`config.mk`:
```
export PLATFORM = sky130hd
export DESIGN_NAME = spi_frame_tx_flat
export DESIGN_NICKNAME = d
export VERILOG_FILES = /design/src/rtl/spi_frame_tx_if.sv /design/src/rtl/spi_frame_tx.sv /design/src/flat_wrapper.sv
export SDC_FILE = /design/constraint.sdc
export NUM_CORES = 1
export LEC_CHECK = 0
export CAP_MARGIN = 20
export CORE_ASPECT_RATIO = 1.75
export CORE_UTILIZATION = 29
export DETAILED_ROUTE_END_ITERATION = 12
export GPL_ROUTABILITY_DRIVEN = 0
export PLACE_DENSITY_LB_ADDON = 0.08
export SLEW_MARGIN = 5
export SYNTH_ARGS = -nofsm -noshare
export SYNTH_HDL_FRONTEND = slang
export SYNTH_SLANG_ARGS = --single-unit
export TNS_END_PERCENT = 1
```
`constraint.sdc`:
```
create_clock -name clk -period 4.55 [get_ports clk]
set_clock_uncertainty 0.05 [all_clocks]
set_input_delay 0.91 -clock clk [delete_from_list [all_inputs] [get_ports clk]]
set_output_delay 0.91 -clock clk [all_outputs]
set_load 0.05 [all_outputs]
```
`src/rtl/spi_frame_tx_if.sv`:
```
// spi_frame_tx_if: bundles the sample push handshake, the SPI pins and the
// status outputs of spi_frame_tx. The design uses the slave modport and the
// environment (audio pipeline, MCU model, bench) uses the master modport.
//
// Handshake: a frame on sample_in is accepted on a clk rising edge where
// sample_valid and sample_ready are both high. sample_ready depends only on
// the FIFO fill state, never on sample_valid. When sample_valid is high while
// sample_ready is low, the frame is dropped and the overflow flag is raised.
// There is no back-pressure retry.
interface spi_frame_tx_if #(
   parameter int DATA_W     = 16,
   parameter int CHANNELS   = 2,
   parameter int FIFO_DEPTH = 8
);
   localparam int LVL_W = $clog2(FIFO_DEPTH) + 1;

   logic [DATA_W*CHANNELS-1:0] sample_in;
   logic                       sample_valid;
   logic                       sample_ready;
   logic                       clear_flags;
   logic                       sck;
   logic                       cs_n;
   logic                       sdo;
   logic [LVL_W-1:0]           fifo_level;
   logic                       underflow;
   logic                       overflow;
   // FSM state for observation: 0 = IDLE, 1 = SHIFT, 2 = DONE
   logic [1:0]                 fsm_state;

   modport slave (
      input  sample_in,
      input  sample_valid,
      input  clear_flags,
      input  sck,
      input  cs_n,
      output sample_ready,
      output sdo,
      output fifo_level,
      output underflow,
      output overflow,
      output fsm_state
   );

   modport master (
      output sample_in,
      output sample_valid,
      output clear_flags,
      output sck,
      output cs_n,
      input  sample_ready,
      input  sdo,
      input  fifo_level,
      input  underflow,
      input  overflow,
      input  fsm_state
   );
endinterface

```
`src/rtl/spi_frame_tx.sv`:
```
// spi_frame_tx: buffers multi-channel PCM frames in a FIFO and serves them to
// an MCU as an SPI mode-0 target. sck and cs_n are oversampled in clk, which
// must run at least 8x the sck frequency.
//
// Optional feature macro: SPI_SEQ_HEADER_EN. When it is defined, every frame
// is prefixed by an 8-bit header: {underflow_frame, seq[6:0]}.
module spi_frame_tx #(
   parameter int DATA_W      = 16,
   parameter int CHANNELS    = 2,
   parameter int FIFO_DEPTH  = 8,
   parameter int SYNC_STAGES = 2
) (
   input logic          clk,
   input logic          reset,
   spi_frame_tx_if.slave bus
);

   localparam int PAYLOAD_W = DATA_W * CHANNELS;
`ifdef SPI_SEQ_HEADER_EN
   localparam int FRAME_BITS = 8 + PAYLOAD_W;
`else
   localparam int FRAME_BITS = PAYLOAD_W;
`endif
   localparam int AW    = $clog2(FIFO_DEPTH);
   localparam int LVL_W = AW + 1;
   localparam int CNT_W = $clog2(FRAME_BITS + 1);

   localparam logic [LVL_W-1:0] FULL_LVL = LVL_W'(FIFO_DEPTH);
   localparam logic [CNT_W-1:0] LAST_BIT = CNT_W'(FRAME_BITS - 1);

   typedef enum logic [1:0] {
      ST_IDLE  = 2'd0,
      ST_SHIFT = 2'd1,
      ST_DONE  = 2'd2
   } state_t;

   // ------------------------------------------------------------------
   // sck / cs_n synchronisers and edge detectors
   // ------------------------------------------------------------------
   logic [SYNC_STAGES-1:0] sck_sync_q;
   logic [SYNC_STAGES-1:0] cs_sync_q;
   logic                   sck_prev_q;
   logic                   cs_prev_q;
   logic                   sck_s;
   logic                   cs_s;
   logic                   sck_rise;
   logic                   sck_fall;
   logic                   cs_fall;
   logic                   cs_rise;

   // Shift the asynchronous pins through the synchroniser chains. cs_n resets
   // high (deselected) so that leaving reset cannot produce a false cs_fall.
   always_ff @(posedge clk) begin
      if (reset) begin
         sck_sync_q <= '0;
         cs_sync_q  <= '1;
         sck_prev_q <= 1'b0;
         cs_prev_q  <= 1'b1;
      end else begin
         sck_sync_q <= {sck_sync_q[SYNC_STAGES-2:0], bus.sck};
         cs_sync_q  <= {cs_sync_q[SYNC_STAGES-2:0], bus.cs_n};
         sck_prev_q <= sck_sync_q[SYNC_STAGES-1];
         cs_prev_q  <= cs_sync_q[SYNC_STAGES-1];
      end
   end

   assign sck_s    = sck_sync_q[SYNC_STAGES-1];
   assign cs_s     = cs_sync_q[SYNC_STAGES-1];
   assign sck_rise = sck_s & ~sck_prev_q;
   assign sck_fall = ~sck_s & sck_prev_q;
   assign cs_fall  = ~cs_s & cs_prev_q;
   assign cs_rise  = cs_s & ~cs_prev_q;

   // ------------------------------------------------------------------
   // Frame FIFO
   // ------------------------------------------------------------------
   logic [PAYLOAD_W-1:0] mem_q [FIFO_DEPTH];
   logic [AW-1:0]        wr_ptr_q, wr_ptr_d;
   logic [AW-1:0]        rd_ptr_q, rd_ptr_d;
   logic [LVL_W-1:0]     level_q, level_d;
   logic                 full;
   logic                 empty;
   logic                 push;
   logic                 pop;
   logic                 load_frame;

   assign full  = (level_q == FULL_LVL);
   assign empty = (level_q == '0);
   // A full FIFO refuses the push even when a pop frees a slot this cycle.
   assign push  = bus.sample_valid & ~full;
   assign pop   = load_frame & ~empty;

   // Storage has no reset; the pointers and level define what is valid.
   always_ff @(posedge clk) begin
      if (push) begin
         mem_q[wr_ptr_q] <= bus.sample_in;
      end
   end

   // Next pointer and fill level from the push/pop pair.
   always_comb begin
      wr_ptr_d = wr_ptr_q;
      rd_ptr_d = rd_ptr_q;
      level_d  = level_q;
      if (push) begin
         wr_ptr_d = wr_ptr_q + AW'(1);
      end
      if (pop) begin
         rd_ptr_d = rd_ptr_q + AW'(1);
      end
      case ({push, pop})
         2'b10:   level_d = level_q + LVL_W'(1);
         2'b01:   level_d = level_q - LVL_W'(1);
         default: level_d = level_q;
      endcase
   end

   // FIFO pointer and level registers.
   always_ff @(posedge clk) begin
      if (reset) begin
         wr_ptr_q <= '0;
         rd_ptr_q <= '0;
         level_q  <= '0;
      end else begin
         wr_ptr_q <= wr_ptr_d;
         rd_ptr_q <= rd_ptr_d;
         level_q  <= level_d;
      end
   end

   // ------------------------------------------------------------------
   // Frame assembly: channel 0 goes out first, so it is moved to the top
   // of the shift word. An empty FIFO yields an all-zero frame.
   // ------------------------------------------------------------------
   logic [PAYLOAD_W-1:0]  head_frame;
   logic [PAYLOAD_W-1:0]  payload_ord;
   logic [FRAME_BITS-1:0] load_word;

   assign head_frame = mem_q[rd_ptr_q];

   // Reorder the head frame so channel 0 lands in the MSBs.
   always_comb begin
      payload_ord = '0;
      if (!empty) begin
         for (int k = 0; k < CHANNELS; k++) begin
            payload_ord[(CHANNELS-1-k)*DATA_W +: DATA_W] = head_frame[k*DATA_W +: DATA_W];
         end
      end
   end

`ifdef SPI_SEQ_HEADER_EN
   logic [6:0] seq_q, seq_d;

   assign load_word = {empty, seq_q, payload_ord};
   assign seq_d     = load_frame ? seq_q + 7'd1 : seq_q;

   // Sequence counter advances on every frame load, underflow frames included.
   always_ff @(posedge clk) begin
      if (reset) begin
         seq_q <= '0;
      end else begin
         seq_q <= seq_d;
      end
   end
`else
   assign load_word = payload_ord;
`endif

   // ------------------------------------------------------------------
   // Transmit FSM
   // ------------------------------------------------------------------
   state_t                state_q, state_d;
   logic [FRAME_BITS-1:0] shift_q, shift_d;
   logic [CNT_W-1:0]      bit_cnt_q, bit_cnt_d;

   // Next state, shift register and bit counter. cs_fall is only honoured in
   // IDLE, so chip-select glitches during a frame are ignored.
   always_comb begin
      state_d    = state_q;
      shift_d    = shift_q;
      bit_cnt_d  = bit_cnt_q;
      load_frame = 1'b0;
      case (state_q)
         ST_IDLE: begin
            if (cs_fall) begin
               load_frame = 1'b1;
               shift_d    = load_word;
               bit_cnt_d  = '0;
               state_d    = ST_SHIFT;
            end
         end
         ST_SHIFT: begin
            if (cs_rise) begin
               // Aborted frame: the popped frame is discarded.
               state_d = ST_IDLE;
            end else begin
               if (sck_rise) begin
                  bit_cnt_d = bit_cnt_q + CNT_W'(1);
                  if (bit_cnt_q == LAST_BIT) begin
                     state_d = ST_DONE;
                  end
               end
               if (sck_fall) begin
                  shift_d = {shift_q[FRAME_BITS-2:0], 1'b0};
               end
            end
         end
         ST_DONE: begin
            if (cs_rise) begin
               state_d = ST_IDLE;
            end
         end
         default: begin
            state_d = ST_IDLE;
         end
      endcase
   end

   // FSM state, shift register and bit counter registers.
   always_ff @(posedge clk) begin
      if (reset) begin
         state_q   <= ST_IDLE;
         shift_q   <= '0;
         bit_cnt_q <= '0;
      end else begin
         state_q   <= state_d;
         shift_q   <= shift_d;
         bit_cnt_q <= bit_cnt_d;
      end
   end

   // ------------------------------------------------------------------
   // Sticky flags: a set event beats a simultaneous clear.
   // ------------------------------------------------------------------
   logic overflow_q, overflow_d;
   logic underflow_q, underflow_d;

   assign overflow_d  = (bus.sample_valid & full) | (overflow_q & ~bus.clear_flags);
   assign underflow_d = (load_frame & empty) | (underflow_q & ~bus.clear_flags);

   // Flag registers.
   always_ff @(posedge clk) begin
      if (reset) begin
         overflow_q  <= 1'b0;
         underflow_q <= 1'b0;
      end else begin
         overflow_q  <= overflow_d;
         underflow_q <= underflow_d;
      end
   end

   // ------------------------------------------------------------------
   // Outputs
   // ------------------------------------------------------------------
   assign bus.sample_ready = ~full;
   assign bus.sdo          = (state_q == ST_SHIFT) ? shift_q[FRAME_BITS-1] : 1'b0;
   assign bus.fifo_level   = level_q;
   assign bus.underflow    = underflow_q;
   assign bus.overflow     = overflow_q;
   assign bus.fsm_state    = state_q;

endmodule
```
`src/flat_wrapper.sv`:
```
// flat-port wrapper written by rule: the top's interface ports become plain ports
module spi_frame_tx_flat 
#(
   parameter int DATA_W      = 16,
   parameter int CHANNELS    = 2,
   parameter int FIFO_DEPTH  = 8,
   parameter int SYNC_STAGES = 2
)
  (clk, reset, bus_sample_in, bus_sample_valid, bus_clear_flags, bus_sck, bus_cs_n, bus_sample_ready, bus_sdo, bus_fifo_level, bus_underflow, bus_overflow, bus_fsm_state);
  spi_frame_tx_if #(.DATA_W(DATA_W), .CHANNELS(CHANNELS), .FIFO_DEPTH(FIFO_DEPTH)) bus_i ();
  input logic clk;
  input logic reset;
  input wire logic [$bits(bus_i.sample_in)-1:0] bus_sample_in;
  input wire logic [$bits(bus_i.sample_valid)-1:0] bus_sample_valid;
  input wire logic [$bits(bus_i.clear_flags)-1:0] bus_clear_flags;
  input wire logic [$bits(bus_i.sck)-1:0] bus_sck;
  input wire logic [$bits(bus_i.cs_n)-1:0] bus_cs_n;
  output wire logic [$bits(bus_i.sample_ready)-1:0] bus_sample_ready;
  output wire logic [$bits(bus_i.sdo)-1:0] bus_sdo;
  output wire logic [$bits(bus_i.fifo_level)-1:0] bus_fifo_level;
  output wire logic [$bits(bus_i.underflow)-1:0] bus_underflow;
  output wire logic [$bits(bus_i.overflow)-1:0] bus_overflow;
  output wire logic [$bits(bus_i.fsm_state)-1:0] bus_fsm_state;
  assign bus_i.sample_in = bus_sample_in;
  assign bus_i.sample_valid = bus_sample_valid;
  assign bus_i.clear_flags = bus_clear_flags;
  assign bus_i.sck = bus_sck;
  assign bus_i.cs_n = bus_cs_n;
  assign bus_sample_ready = bus_i.sample_ready;
  assign bus_sdo = bus_i.sdo;
  assign bus_fifo_level = bus_i.fifo_level;
  assign bus_underflow = bus_i.underflow;
  assign bus_overflow = bus_i.overflow;
  assign bus_fsm_state = bus_i.fsm_state;
  spi_frame_tx #(.DATA_W(DATA_W), .CHANNELS(CHANNELS), .FIFO_DEPTH(FIFO_DEPTH), .SYNC_STAGES(SYNC_STAGES)) u_core (.clk(clk), .reset(reset), .bus(bus_i));
endmodule
```
==> impl_results.md <==
- Class of the worst hold path: flop to flop
- Mapped Cells: 664
- WL per Instance: 20.6 µm
- Number of vias per cell: between 4 and 5
- Drt first-iter violations: 282
- EDFF count, synth: 256
- Via count: 6220
- Critical path arrival: 2420 ps
- Initial core utilization: 29.4%
- Flop2flop setup slack: 1710 ps
- FFs w/ async S/R, synth: 0%
- IO Port Bufs: 47
- RSZ-0062 raised after global routing: no
- XOR/XNOR Fraction of Synth Area: less than 1%
- Post-synth top flop: edfxtp_1
- Post-synthesis mux area share: 14.5%
- Register area share after synthesis: 72.7%
- P per Cell Area: approximately 430 mW/mm²
- HPWL after DPL: 15.2 mm
- Outcome: complete, no violations
- Post-Synth Simple-Gate Area: 6.44%
- P_int: between 4 and 5 mW
- H-Tree Depth: 2
- DR pass1 iterations: 4
- Rows: 99
- Die height: 274 µm
- Max-cap violations: 0
- Die W: 157 µm
- Final worst-path cycle share: 74.3%
- CTS buffer count: 34
- DRC Markers: 0
- Clock tree buffer depth: 3
- Rel. slew slack: 29.8%
- Gr ovfl total: 0
- Netlist cell types: between 40 and 50
- Critical Path Fanout Max: 7
- Tightest Pin Transition: 1050 ps
- Synth Area in Adders: 0.613%
- Synth Area in Compound Gates: 3.60%
- Flops & latches, synth: 317
- Placed Cells: between 1000 and 1500
- Post-route ant nets: 0
- Sw frac: 21.3%
- Vias in the first global route: 6787
- Leakage: 4.37 nW
- Critical path required time: 3590 ps
- Antenna Cells: 0
- Nets: 770
- Final Max Tran Viols: 0
- Sequential Power Share: between 50% and 60%
- Final Critical Period: 3380 ps
- GRT Overall Usage: a little over an eighth
- Die area: 0.0431 mm²
- Largest family of logic cells by synthesized area: multiplexers
- Hold Fails Final Rpt: 0
- Crit path capture type: output port
- Syn_area_per_cell: 18.4 µm²
- Number of synthesis warnings: 0
- Initial antenna violation count: 1
- Reg clk slew, reported paths: 70 ps
- Logic pwr share: 5.1%
- Worst reg2reg path depth: 9
- VDD IR max: 0.188 mV
- P_sw: 1.32 mW
- Post_cts resized: 0
- Synth-to-Final Area Change: 18.3%
- Io pins: 48
- CP Class: flop to output port
- Clock Power Share: 42.5%
- Hold_buf cts: 0
- Total wire length: 26.9 mm
- Most frequent cells in the layout: 256 x edfxtp_1, 63 x mux4_2, 58 x dfxtp_1
- Mapped Nets: 708
- Commonest non-fill, non-tap cell in the layout: edfxtp_1
- Skew-Pair Late Insertion Delay: roughly 500 ps
- Largest net degree at the start of global routing: 64
- Fmax: around 0.30 GHz
- Hold depth: 1
- CTS tree: built
- Startpoint types: flop
- Placeable Area: 0.0416 mm²
- # setup viols final: 0
- Setup total negative slack: 0 ps
- Root buf cell: clkbuf_16
- CTS Sinks: approximately 320
- First-pass GRT wire length: 41.4 mm
- Post-Layout Cell Count: approximately 1300
- Share of layout cells above drive strength 1: 20.4%
- Post-CTS Setup Inserts: 0
- Cell area after synthesis: 0.0122 mm²
## synth_stat cells, types with 2 or more instances
master,count,area [µm²]
edfxtp_1,256,7690
mux4_2,63,1420
dfxtp_1,61,1220
mux2i_1,35,350
nand2_1,35,131
nand3b_1,33,248
o221ai_1,31,272
clkbuf_1,24,90.1
nor2_1,20,75.1
buf_2,9,45.0
a21oi_1,8,40.0
nand2b_1,8,50.1
nand3_1,7,35.0
nor3_1,7,35.0
o21ai_0,7,35.0
ha_1,6,75.1
nor2b_1,6,37.5
xor2_1,5,43.8
or2_2,4,25.0
or3_1,4,25.0
buf_1,3,11.3
buf_6,3,33.8
inv_1,3,11.3
a22oi_1,2,15.0
nor4_1,2,12.5
or4_1,2,15.0
xnor2_1,2,17.5
## stage by stage
| step | util (%) | cell area (µm²) | total power, mW | setup WS (ps) | hold WS (ps) |
|---|---|---|---|---|---|
| after detailed placement | 32.3 | 13400 | 3.64 | 1410 | 349 |
| final | 34.8 | 14500 | 6.19 | 1170 | 364 |
| after global placement | 32.3 | 13400 | 3.62 | 1430 | 358 |
| after floorplan | - | 12300 | 3.49 | 300 | 339 |
| after global routing | 34.8 | 14500 | 6.43 | 1100 | 388 |
| after CTS | 34.8 | 14500 | 6.31 | 1140 | 369 |
## final cells by class
| type | count | area (µm²) |
|---|---|---|
| inverter | 3 | 11.3 |
| timing repair buffer | 65 | 601 |
| clock buffer | 44 | 950 |
| clock inverter | 15 | 101 |
| tap | 555 | 694 |
| fill | 3988 | 27100 |
| multi-input combinational | 305 | 3220 |
| sequential | 317 | 8910 |
## routing by layer
layer | part of all wire [%] | track usage [%] | up-vias | wire length (µm)
li1 | - | - | 2800 | -
met1 | 38 | 14.5 | 3266 | 10300
met2 | 55 | 24.4 | 101 | 14800
met3 | 3.4 | 2.23 | 51 | 903
met4 | 3.1 | 5.26 | 2 | 839
met5 | 0.048 | 0 | - | 13
## state kept, by name (all words and copies together), names as in the netlist, 3 cells and up, named ones only
signal,cells
u_core.bit_cnt_q,6
u_core.bus.fifo_level,4
u_core.mem_q,256
u_core.rd_ptr_q,3
u_core.shift_q,32
u_core.wr_ptr_q,3
## cell families after synthesis
kind of cell,count (synthesis)
fa+ha+maj,6
compound gates,55
simple gates,138
mux,99
flops,317
xor+xnor,7
buf+inv,42
## worst max-delay path: stages, from the launching register on
cell and delay [ps]:
dfxtp_1 380, or4b_2 780, clkdlybuf4s50_1 750
## final timing paths
check,startpoint,endpoint
hold / removal,u_core.cs_sync_q[0]$_SDFF_PP1_,u_core.cs_sync_q[1]$_SDFF_PP1_
setup reg to reg,u_core.bus.fifo_level[0]$_SDFFE_PP0P_,u_core.bus.fifo_level[2]$_SDFFE_PP0P_
setup / recovery,u_core.bus.fifo_level[0]$_SDFFE_PP0P_,bus_sample_ready
hold reg to reg,u_core.cs_sync_q[0]$_SDFF_PP1_,u_core.cs_sync_q[1]$_SDFF_PP1_
## power groups by stage
| stage | logic, mW | registers [mW] | clock network, mW |
|---|---|---|---|
| 6_report | 0.314 | 3.25 | 2.63 |
| 3_3_place_gp | 0.318 | 3.31 | 0 |
| 3_5_place_dp | 0.327 | 3.31 | 0 |
| 5_1_grt | 0.346 | 3.26 | 2.83 |
| 2_1_floorplan | 0.176 | 3.31 | 0 |
| 4_1_cts | 0.328 | 3.25 | 2.73 |
Note: power is estimated with default switching activity, not from simulation.
